===== src/rtl/spmv_config_master.sv =====
// spmv_config_master: AXI4-Lite initiator that programs (row, nnz, ctrl) and
// reads the 64-bit status counter of one SpMV kernel register window per
// command. Every AXI valid and every ready/valid output is driven straight from
// a flop, so no input has a combinational path to any output.
//
// Handshake semantics (all interfaces): a transfer happens on the rising aclk
// edge where valid && ready are both 1. A valid, once raised, is held, together
// with its payload, until that edge. Ready may be raised at any time, including
// in the same cycle in which valid is first seen.
module spmv_config_master #(
    parameter int          NUM_KERNEL     = 4,
    parameter int          PER_ADDR_SPACE = 24,
    parameter logic [31:0] BASE_ADDR      = 32'h0,
    parameter logic [31:0] CTRL_OFFSET    = 32'h00,
    parameter logic [31:0] ROW_OFFSET     = 32'h04,
    parameter logic [31:0] NNZ_OFFSET     = 32'h08,
    parameter logic [31:0] CNT_LSB_OFFSET = 32'h0c,
    parameter logic [31:0] CNT_MSB_OFFSET = 32'h10,
    parameter int          KIDX_W         = 8
) (
    input  logic              aclk,
    input  logic              aresetn,
    // command / response
    input  logic              cmd_valid,
    output logic              cmd_ready,
    input  logic              cmd_op,
    input  logic [KIDX_W-1:0] cmd_kernel,
    input  logic [31:0]       cmd_ctrl,
    input  logic [31:0]       cmd_row,
    input  logic [31:0]       cmd_nnz,
    output logic              rsp_valid,
    input  logic              rsp_ready,
    output logic              rsp_err,
    output logic [63:0]       rsp_cnt,
    // AXI4-Lite write channels
    output logic              m_axil_awvalid,
    input  logic              m_axil_awready,
    output logic [31:0]       m_axil_awaddr,
    output logic              m_axil_wvalid,
    input  logic              m_axil_wready,
    output logic [31:0]       m_axil_wdata,
    input  logic              m_axil_bvalid,
    output logic              m_axil_bready,
    input  logic [1:0]        m_axil_bresp,
    // AXI4-Lite read channels
    output logic              m_axil_arvalid,
    input  logic              m_axil_arready,
    output logic [31:0]       m_axil_araddr,
    input  logic              m_axil_rvalid,
    output logic              m_axil_rready,
    input  logic [31:0]       m_axil_rdata,
    input  logic [1:0]        m_axil_rresp,
    // FSM state for debug and checkers
    output logic [2:0]        dbg_state
);

    typedef enum logic [2:0] {
        IDLE = 3'd0,
        WR   = 3'd1,
        WB   = 3'd2,
        RA   = 3'd3,
        RD   = 3'd4,
        RSP  = 3'd5
    } state_t;

    localparam logic [31:0] STRIDE  = 32'(PER_ADDR_SPACE);
    localparam logic [31:0] NUM_K32 = 32'(NUM_KERNEL);

    // Write sequence index: 0 = row, 1 = nnz, 2 = ctrl (ctrl last starts the kernel).
    localparam logic [1:0] IDX_ROW  = 2'd0;
    localparam logic [1:0] IDX_NNZ  = 2'd1;
    localparam logic [1:0] IDX_CTRL = 2'd2;

    state_t            state_q, state_d;
    logic [KIDX_W-1:0] kernel_q, kernel_d;
    logic [31:0]       nnz_q, nnz_d;
    logic [31:0]       ctrl_q, ctrl_d;
    logic [1:0]        wr_idx_q, wr_idx_d;
    logic              rd_msb_q, rd_msb_d;
    logic              awvalid_q, awvalid_d;
    logic              wvalid_q, wvalid_d;
    logic              arvalid_q, arvalid_d;
    logic [31:0]       awaddr_q, awaddr_d;
    logic [31:0]       wdata_q, wdata_d;
    logic [31:0]       araddr_q, araddr_d;
    logic [63:0]       rsp_cnt_q, rsp_cnt_d;
    logic              rsp_err_q, rsp_err_d;
    logic              cmd_ready_q, cmd_ready_d;
    logic              bready_q, bready_d;
    logic              rready_q, rready_d;
    logic              rsp_valid_q, rsp_valid_d;

    logic [31:0]       cmd_kernel_ext;
    logic              cmd_illegal;
    logic              aw_done, w_done;

    // Byte address of a register inside a kernel window, wrapping modulo 2^32.
    function automatic logic [31:0] win_addr(input logic [KIDX_W-1:0] k,
                                             input logic [31:0] off);
        logic [31:0] k32;
        k32 = 32'(k);
        return BASE_ADDR + (k32 * STRIDE) + off;
    endfunction

    // Decode of the incoming command index and the write-channel completion.
    always_comb begin
        cmd_kernel_ext = 32'(cmd_kernel);
        cmd_illegal    = (cmd_kernel_ext >= NUM_K32);
        aw_done        = !awvalid_q || m_axil_awready;
        w_done         = !wvalid_q  || m_axil_wready;
    end

    // Next-state and datapath update; every output flop follows the next state.
    always_comb begin
        state_d   = state_q;
        kernel_d  = kernel_q;
        nnz_d     = nnz_q;
        ctrl_d    = ctrl_q;
        wr_idx_d  = wr_idx_q;
        rd_msb_d  = rd_msb_q;
        awvalid_d = awvalid_q;
        wvalid_d  = wvalid_q;
        arvalid_d = arvalid_q;
        awaddr_d  = awaddr_q;
        wdata_d   = wdata_q;
        araddr_d  = araddr_q;
        rsp_cnt_d = rsp_cnt_q;
        rsp_err_d = rsp_err_q;

        case (state_q)
            IDLE: begin
                if (cmd_valid && cmd_ready_q) begin
                    kernel_d  = cmd_kernel;
                    nnz_d     = cmd_nnz;
                    ctrl_d    = cmd_ctrl;
                    wr_idx_d  = IDX_ROW;
                    rd_msb_d  = 1'b0;
                    rsp_cnt_d = 64'h0;
                    rsp_err_d = 1'b0;
                    if (cmd_illegal) begin
                        // Out-of-range kernel: answer with an error, no bus traffic.
                        rsp_err_d = 1'b1;
                        state_d   = RSP;
                    end else if (!cmd_op) begin
                        awvalid_d = 1'b1;
                        wvalid_d  = 1'b1;
                        awaddr_d  = win_addr(cmd_kernel, ROW_OFFSET);
                        wdata_d   = cmd_row;
                        state_d   = WR;
                    end else begin
                        arvalid_d = 1'b1;
                        araddr_d  = win_addr(cmd_kernel, CNT_LSB_OFFSET);
                        state_d   = RA;
                    end
                end
            end
            WR: begin
                // Address and data channels retire independently.
                if (awvalid_q && m_axil_awready) awvalid_d = 1'b0;
                if (wvalid_q && m_axil_wready)   wvalid_d  = 1'b0;
                if (aw_done && w_done)           state_d   = WB;
            end
            WB: begin
                if (m_axil_bvalid) begin
                    if (m_axil_bresp != 2'b00) begin
                        // A failed row/nnz write must never be followed by ctrl.
                        rsp_err_d = 1'b1;
                        state_d   = RSP;
                    end else if (wr_idx_q == IDX_CTRL) begin
                        state_d = RSP;
                    end else begin
                        wr_idx_d  = wr_idx_q + 2'd1;
                        awvalid_d = 1'b1;
                        wvalid_d  = 1'b1;
                        if (wr_idx_q == IDX_ROW) begin
                            awaddr_d = win_addr(kernel_q, NNZ_OFFSET);
                            wdata_d  = nnz_q;
                        end else begin
                            awaddr_d = win_addr(kernel_q, CTRL_OFFSET);
                            wdata_d  = ctrl_q;
                        end
                        state_d = WR;
                    end
                end
            end
            RA: begin
                if (m_axil_arready) begin
                    arvalid_d = 1'b0;
                    state_d   = RD;
                end
            end
            RD: begin
                if (m_axil_rvalid) begin
                    if (m_axil_rresp != 2'b00) begin
                        rsp_err_d = 1'b1;
                        state_d   = RSP;
                    end else if (!rd_msb_q) begin
                        rsp_cnt_d[31:0] = m_axil_rdata;
                        rd_msb_d        = 1'b1;
                        arvalid_d       = 1'b1;
                        araddr_d        = win_addr(kernel_q, CNT_MSB_OFFSET);
                        state_d         = RA;
                    end else begin
                        rsp_cnt_d[63:32] = m_axil_rdata;
                        state_d          = RSP;
                    end
                end
            end
            RSP: begin
                if (rsp_ready) state_d = IDLE;
            end
            default: state_d = IDLE;
        endcase
    end

    // Handshake outputs are registered copies of the next-state decode.
    always_comb begin
        cmd_ready_d = (state_d == IDLE);
        bready_d    = (state_d == WB);
        rready_d    = (state_d == RD);
        rsp_valid_d = (state_d == RSP);
    end

    // State and datapath registers, synchronous active-low reset.
    always_ff @(posedge aclk) begin
        if (!aresetn) begin
            state_q     <= IDLE;
            kernel_q    <= '0;
            nnz_q       <= 32'h0;
            ctrl_q      <= 32'h0;
            wr_idx_q    <= IDX_ROW;
            rd_msb_q    <= 1'b0;
            awvalid_q   <= 1'b0;
            wvalid_q    <= 1'b0;
            arvalid_q   <= 1'b0;
            awaddr_q    <= 32'h0;
            wdata_q     <= 32'h0;
            araddr_q    <= 32'h0;
            rsp_cnt_q   <= 64'h0;
            rsp_err_q   <= 1'b0;
            cmd_ready_q <= 1'b0;
            bready_q    <= 1'b0;
            rready_q    <= 1'b0;
            rsp_valid_q <= 1'b0;
        end else begin
            state_q     <= state_d;
            kernel_q    <= kernel_d;
            nnz_q       <= nnz_d;
            ctrl_q      <= ctrl_d;
            wr_idx_q    <= wr_idx_d;
            rd_msb_q    <= rd_msb_d;
            awvalid_q   <= awvalid_d;
            wvalid_q    <= wvalid_d;
            arvalid_q   <= arvalid_d;
            awaddr_q    <= awaddr_d;
            wdata_q     <= wdata_d;
            araddr_q    <= araddr_d;
            rsp_cnt_q   <= rsp_cnt_d;
            rsp_err_q   <= rsp_err_d;
            cmd_ready_q <= cmd_ready_d;
            bready_q    <= bready_d;
            rready_q    <= rready_d;
            rsp_valid_q <= rsp_valid_d;
        end
    end

    assign cmd_ready      = cmd_ready_q;
    assign rsp_valid      = rsp_valid_q;
    assign rsp_err        = rsp_err_q;
    assign rsp_cnt        = rsp_cnt_q;
    assign m_axil_awvalid = awvalid_q;
    assign m_axil_awaddr  = awaddr_q;
    assign m_axil_wvalid  = wvalid_q;
    assign m_axil_wdata   = wdata_q;
    assign m_axil_bready  = bready_q;
    assign m_axil_arvalid = arvalid_q;
    assign m_axil_araddr  = araddr_q;
    assign m_axil_rready  = rready_q;
    assign dbg_state      = state_q;

endmodule


===== config.mk =====
export PLATFORM = sky130hd
export DESIGN_NAME = spmv_config_master
export DESIGN_NICKNAME = d
export VERILOG_FILES = /design/src/rtl/spmv_config_master.sv
export SDC_FILE = /design/constraint.sdc
export NUM_CORES = 1
export LEC_CHECK = 0
export BUFFER_PORTS_ARGS = -buffer_cell sky130_fd_sc_hd__buf_2
export CORE_MARGIN = 2
export CORE_UTILIZATION = 57
export CTS_BUF_LIST = sky130_fd_sc_hd__clkbuf_4 sky130_fd_sc_hd__clkbuf_8
export DETAILED_ROUTE_END_ITERATION = 8
export PLACE_DENSITY = 0.88
export SYNTH_ARGS = -nofsm -noshare
export SYNTH_HDL_FRONTEND = slang
export SYNTH_SLANG_ARGS = --single-unit

===== constraint.sdc =====
create_clock -name aclk -period 4.2 [get_ports aclk]
set_clock_uncertainty 0.05 [all_clocks]
set_input_delay 0.63 -clock aclk [delete_from_list [all_inputs] [get_ports aclk]]
set_output_delay 0.63 -clock aclk [all_outputs]
set_load 0.03 [all_outputs]

==> flow_metrics.tcl <==
set metrics [dict create \
    status "finished with violations" \
    violations "design-rule violations" \
    cp_top_family "simple AND/OR/NAND/NOR gates" \
    clockBufferDepth 3 \
    finalHoldViolCount 0 \
    synth_area_um2 9910 \
    dpl_cell_area_um2 11300 \
    synth_common_cells "nand2_1, dfxtp_1, a21oi_1" \
    power.switching_mw 2.38 \
    power_density_nw_per_um2 515 \
    drtPass1Iterations 9 \
    power.internal_mw 3.77 \
    synthToLayoutAreaGrowth_pct 20.6 \
    worstSetupPathType "flip-flop to flip-flop" \
    yosysTopAreaCell "dfxtp_1" \
    synth_area_leaders "dfxtp_1, nand2_1, a21oi_1" \
    dp_cells 1695 \
    nNetsFinal 1689 \
    gp_congestion 0.927 \
    instances_no_fill 1750 \
    seq_area_frac_synth_pct 41.6 \
    numCtsBuffers 35 \
    worstSkewPairLatency_ps 530 \
    r2r_setup_slack_ps 1270 \
    worst-endpoint-arrival_ps 3290 \
    crit_required_ps 4560 \
    fmax_mhz 342 \
    cts_setup_buffers 0 \
    layout-drive-gt1-share_pct 24.3 \
    switching_share_pct 38.8 \
    grt_max_degree 108 \
    fp.dieW_um 136 \
    place_hpwl_um 19900 \
    cp_max_fo 7 \
    cpMostUsedCell "a21oi_1" \
    timing.hold.ws_ps 297 \
    synth_mux_area_share_pct 3.55 \
    synthAdderAreaFrac_pct 4.19 \
    path_cells "ha_1, fa_1, a21o_1, a21oi_1, xnor2_2, nand4_4, or4_1, nand3_1, a21oi_1" \
    grt_pass1_wl_um 43700 \
    synth-edff-count 0 \
    slew_viol_final 0 \
    crit_path_max_incr_delay_ps 560 \
    dieArea_um2 18400 \
    clk_pin_slew_ps 60 \
    yosysMostFrequentCell "nand2_1" \
    endpoint_kind "flip-flop" \
    totalWireLength_um 28600 \
    root_buffer "clkbuf_8" \
    critPathSlowestCell "or4_1" \
    hold_path_class "primary input to flip-flop" \
    yosys.area_share.xor_xnor_pct 2.82 \
    synth_top_area_share_pct 41.6 \
    die_h_um 136 \
    drc_errors 1 \
    ys_ff_latch 206 \
    start_kind "flip-flop" \
    vias 9805 \
    finalCritPeriodShare_pct 69.7 \
    setup_viol 0 \
    fp-row-count 48 \
    fill_cells 1410 \
    grt_overflow 0 \
    htreeDepth 2 \
    cts_sinks 206 \
    worstMarginPinSlew_ps 1120 \
    yosys.area_share.simple_pct 21.3 \
    vias_per_cell 5.60 \
    antenna_found_initial 3 \
    io_pins 321 \
    power_frac_seq_pct 38.4 \
    maxSlewHeadroom_pct 25.3 \
    wire_per_inst_um 16.4 \
    final_core_util_pct 69.8 \
    initialDrtViolationCount 633 \
    initial_utilization_pct 57.9 \
    hold_buffers 0 \
    async_reset_ff_share_pct 0 \
    p_leak_nw 5.22 \
    io_buffers 280 \
    grt_pass1_vias 8865 \
    cp_num_buf_inv 0 \
    multiInputGateArea_um2 5240 \
    cts_tree "done" \
    rsz0062_at_grt "no" \
    dp_slack_ps 997 \
    p_total_mw 6.15 \
    fin_tns_setup_ps 0 \
    fin_crit_ps 2930 \
    track_usage_pct 29.4 \
    drv_cap 0 \
    setup_ws_ps 1270 \
    ant_nets 0 \
    synth_compound_area_share_pct 19.1 \
    final_cell_area_um2 11900 \
    fp.coreArea_um2 17100 \
    p_comb_share_pct 32.2 \
    synth_cells 1263 \
    synthFlopType "dfxtp_1" \
    synth_top_family_by_area "simple AND/OR/NAND/NOR gates" \
    ir_drop_v 0.000294 \
    p_clk_share_pct 29.4 \
    yosysWarnings 0 \
    regArea_um2 4120 \
    synth.distinct_cells 68 \
    cts_resized 0 \
    synth_area_per_cell_um2 7.84 \
]
-- per-layer routing --
metal	GRT usage, %	vias to the layer above	wire (µm)
li1	-	4749	-
met1	35.9	4503	11300
met2	48.8	467	13700
met4	13.2	4	972
met5	0	-	26
met3	7.46	82	2640
-- flip-flops by register name, summed over array words and instances, names as in the netlist --
signal / cells
ctrl_q: 32
nnz_q: 32
m_axil_rready: 1
dbg_state: 3
m_axil_awvalid: 1
m_axil_awaddr: 12
rsp_valid: 1
m_axil_araddr: 12
rd_msb_q: 1
m_axil_wvalid: 1
rsp_err: 1
wr_idx_q: 2
rsp_cnt: 64
m_axil_arvalid: 1
m_axil_wdata: 32
m_axil_bready: 1
kernel_q: 8
cmd_ready: 1
-- final timing paths --
check | from | to | cells past startpoint
hold / removal | cmd_nnz[14] | nnz_q[14]$_SDFFE_PN0P_ | 3
setup / recovery | kernel_q[0]$_SDFFE_PN0P_ | m_axil_araddr[12]$_SDFFE_PN0P_ | 9
setup reg to reg | kernel_q[0]$_SDFFE_PN0P_ | m_axil_araddr[12]$_SDFFE_PN0P_ | 9
hold reg to reg | rsp_cnt[48]$_SDFFE_PN0P_ | rsp_cnt[48]$_SDFFE_PN0P_ | 2
-- cell type report --
class | instances | area share, %
diodes | 1 | 0.0209
multi-input cells | 944 | 43.9
well taps | 225 | 2.36
clock buffers | 47 | 5.15
inverters | 26 | 0.859
clock inverters | 7 | 0.587
repair buffers | 294 | 12.6
flip-flops and latches | 206 | 34.5
-- cell usage in the layout (no fill, tap or decap), types with 3 or more instances in the layout --
| master | Yosys | layout |
|---|---|---|
| o21a_1 | 3 | 3 |
| nand3b_1 | 3 | 3 |
| buf_2 | 5 | 280 |
| a211oi_1 | 4 | 4 |
| a21oi_1 | 197 | 195 |
| dfxtp_1 | 206 | 206 |
| clkbuf_8 | 0 | 42 |
| a311oi_1 | 4 | 4 |
| nor2b_1 | 6 | 6 |
| o21bai_1 | 3 | 3 |
| o211a_1 | 3 | 3 |
| conb_1 | 1 | 40 |
| a31oi_1 | 5 | 5 |
| inv_1 | 25 | 24 |
| and2_1 | 4 | 4 |
| clkbuf_4 | 0 | 5 |
| or3_1 | 4 | 4 |
| nor3_1 | 14 | 13 |
| o21ai_1 | 6 | 5 |
| nand4_1 | 5 | 5 |
| buf_4 | 40 | 14 |
| clkinv_2 | 0 | 3 |
| nand2_1 | 311 | 311 |
| inv_6 | 0 | 3 |
| nor4_1 | 3 | 3 |
| mux2i_1 | 34 | 34 |
| nor3b_1 | 3 | 3 |
| xor2_1 | 10 | 10 |
| a211oi_2 | 3 | 3 |
| o211ai_1 | 40 | 40 |
| a211o_1 | 4 | 4 |
| ha_1 | 30 | 29 |
| nor2_1 | 43 | 42 |
| nand3_1 | 81 | 80 |
| xnor2_1 | 20 | 20 |
| a21o_1 | 6 | 5 |
| o21ai_0 | 17 | 17 |
-- worst min-delay path: cells and delay by family --
kind / cells / cell delay, ps
buf+inv: 1 / 90
compound gates: 1 / 50
simple gates: 1 / 40
-- power groups by stage --
stage | registers (mW) | clock network [mW] | logic [mW]
5_1_grt | 2.38 | 1.93 | 2.15
3_5_place_dp | 2.40 | 0 | 1.95
4_1_cts | 2.36 | 1.84 | 1.96
2_1_floorplan | 2.60 | 0 | 1.20
3_3_place_gp | 2.39 | 0 | 1.92
6_report | 2.36 | 1.81 | 1.98
-- kinds of logic after synthesis --
kind of cell / Yosys count
fa+ha+maj: 32
simple gates: 491
compound gates: 315
buf+inv: 152
other cells: 1
xor+xnor: 31
flops: 206
mux: 35
Power figures use the tool's default switching activity.
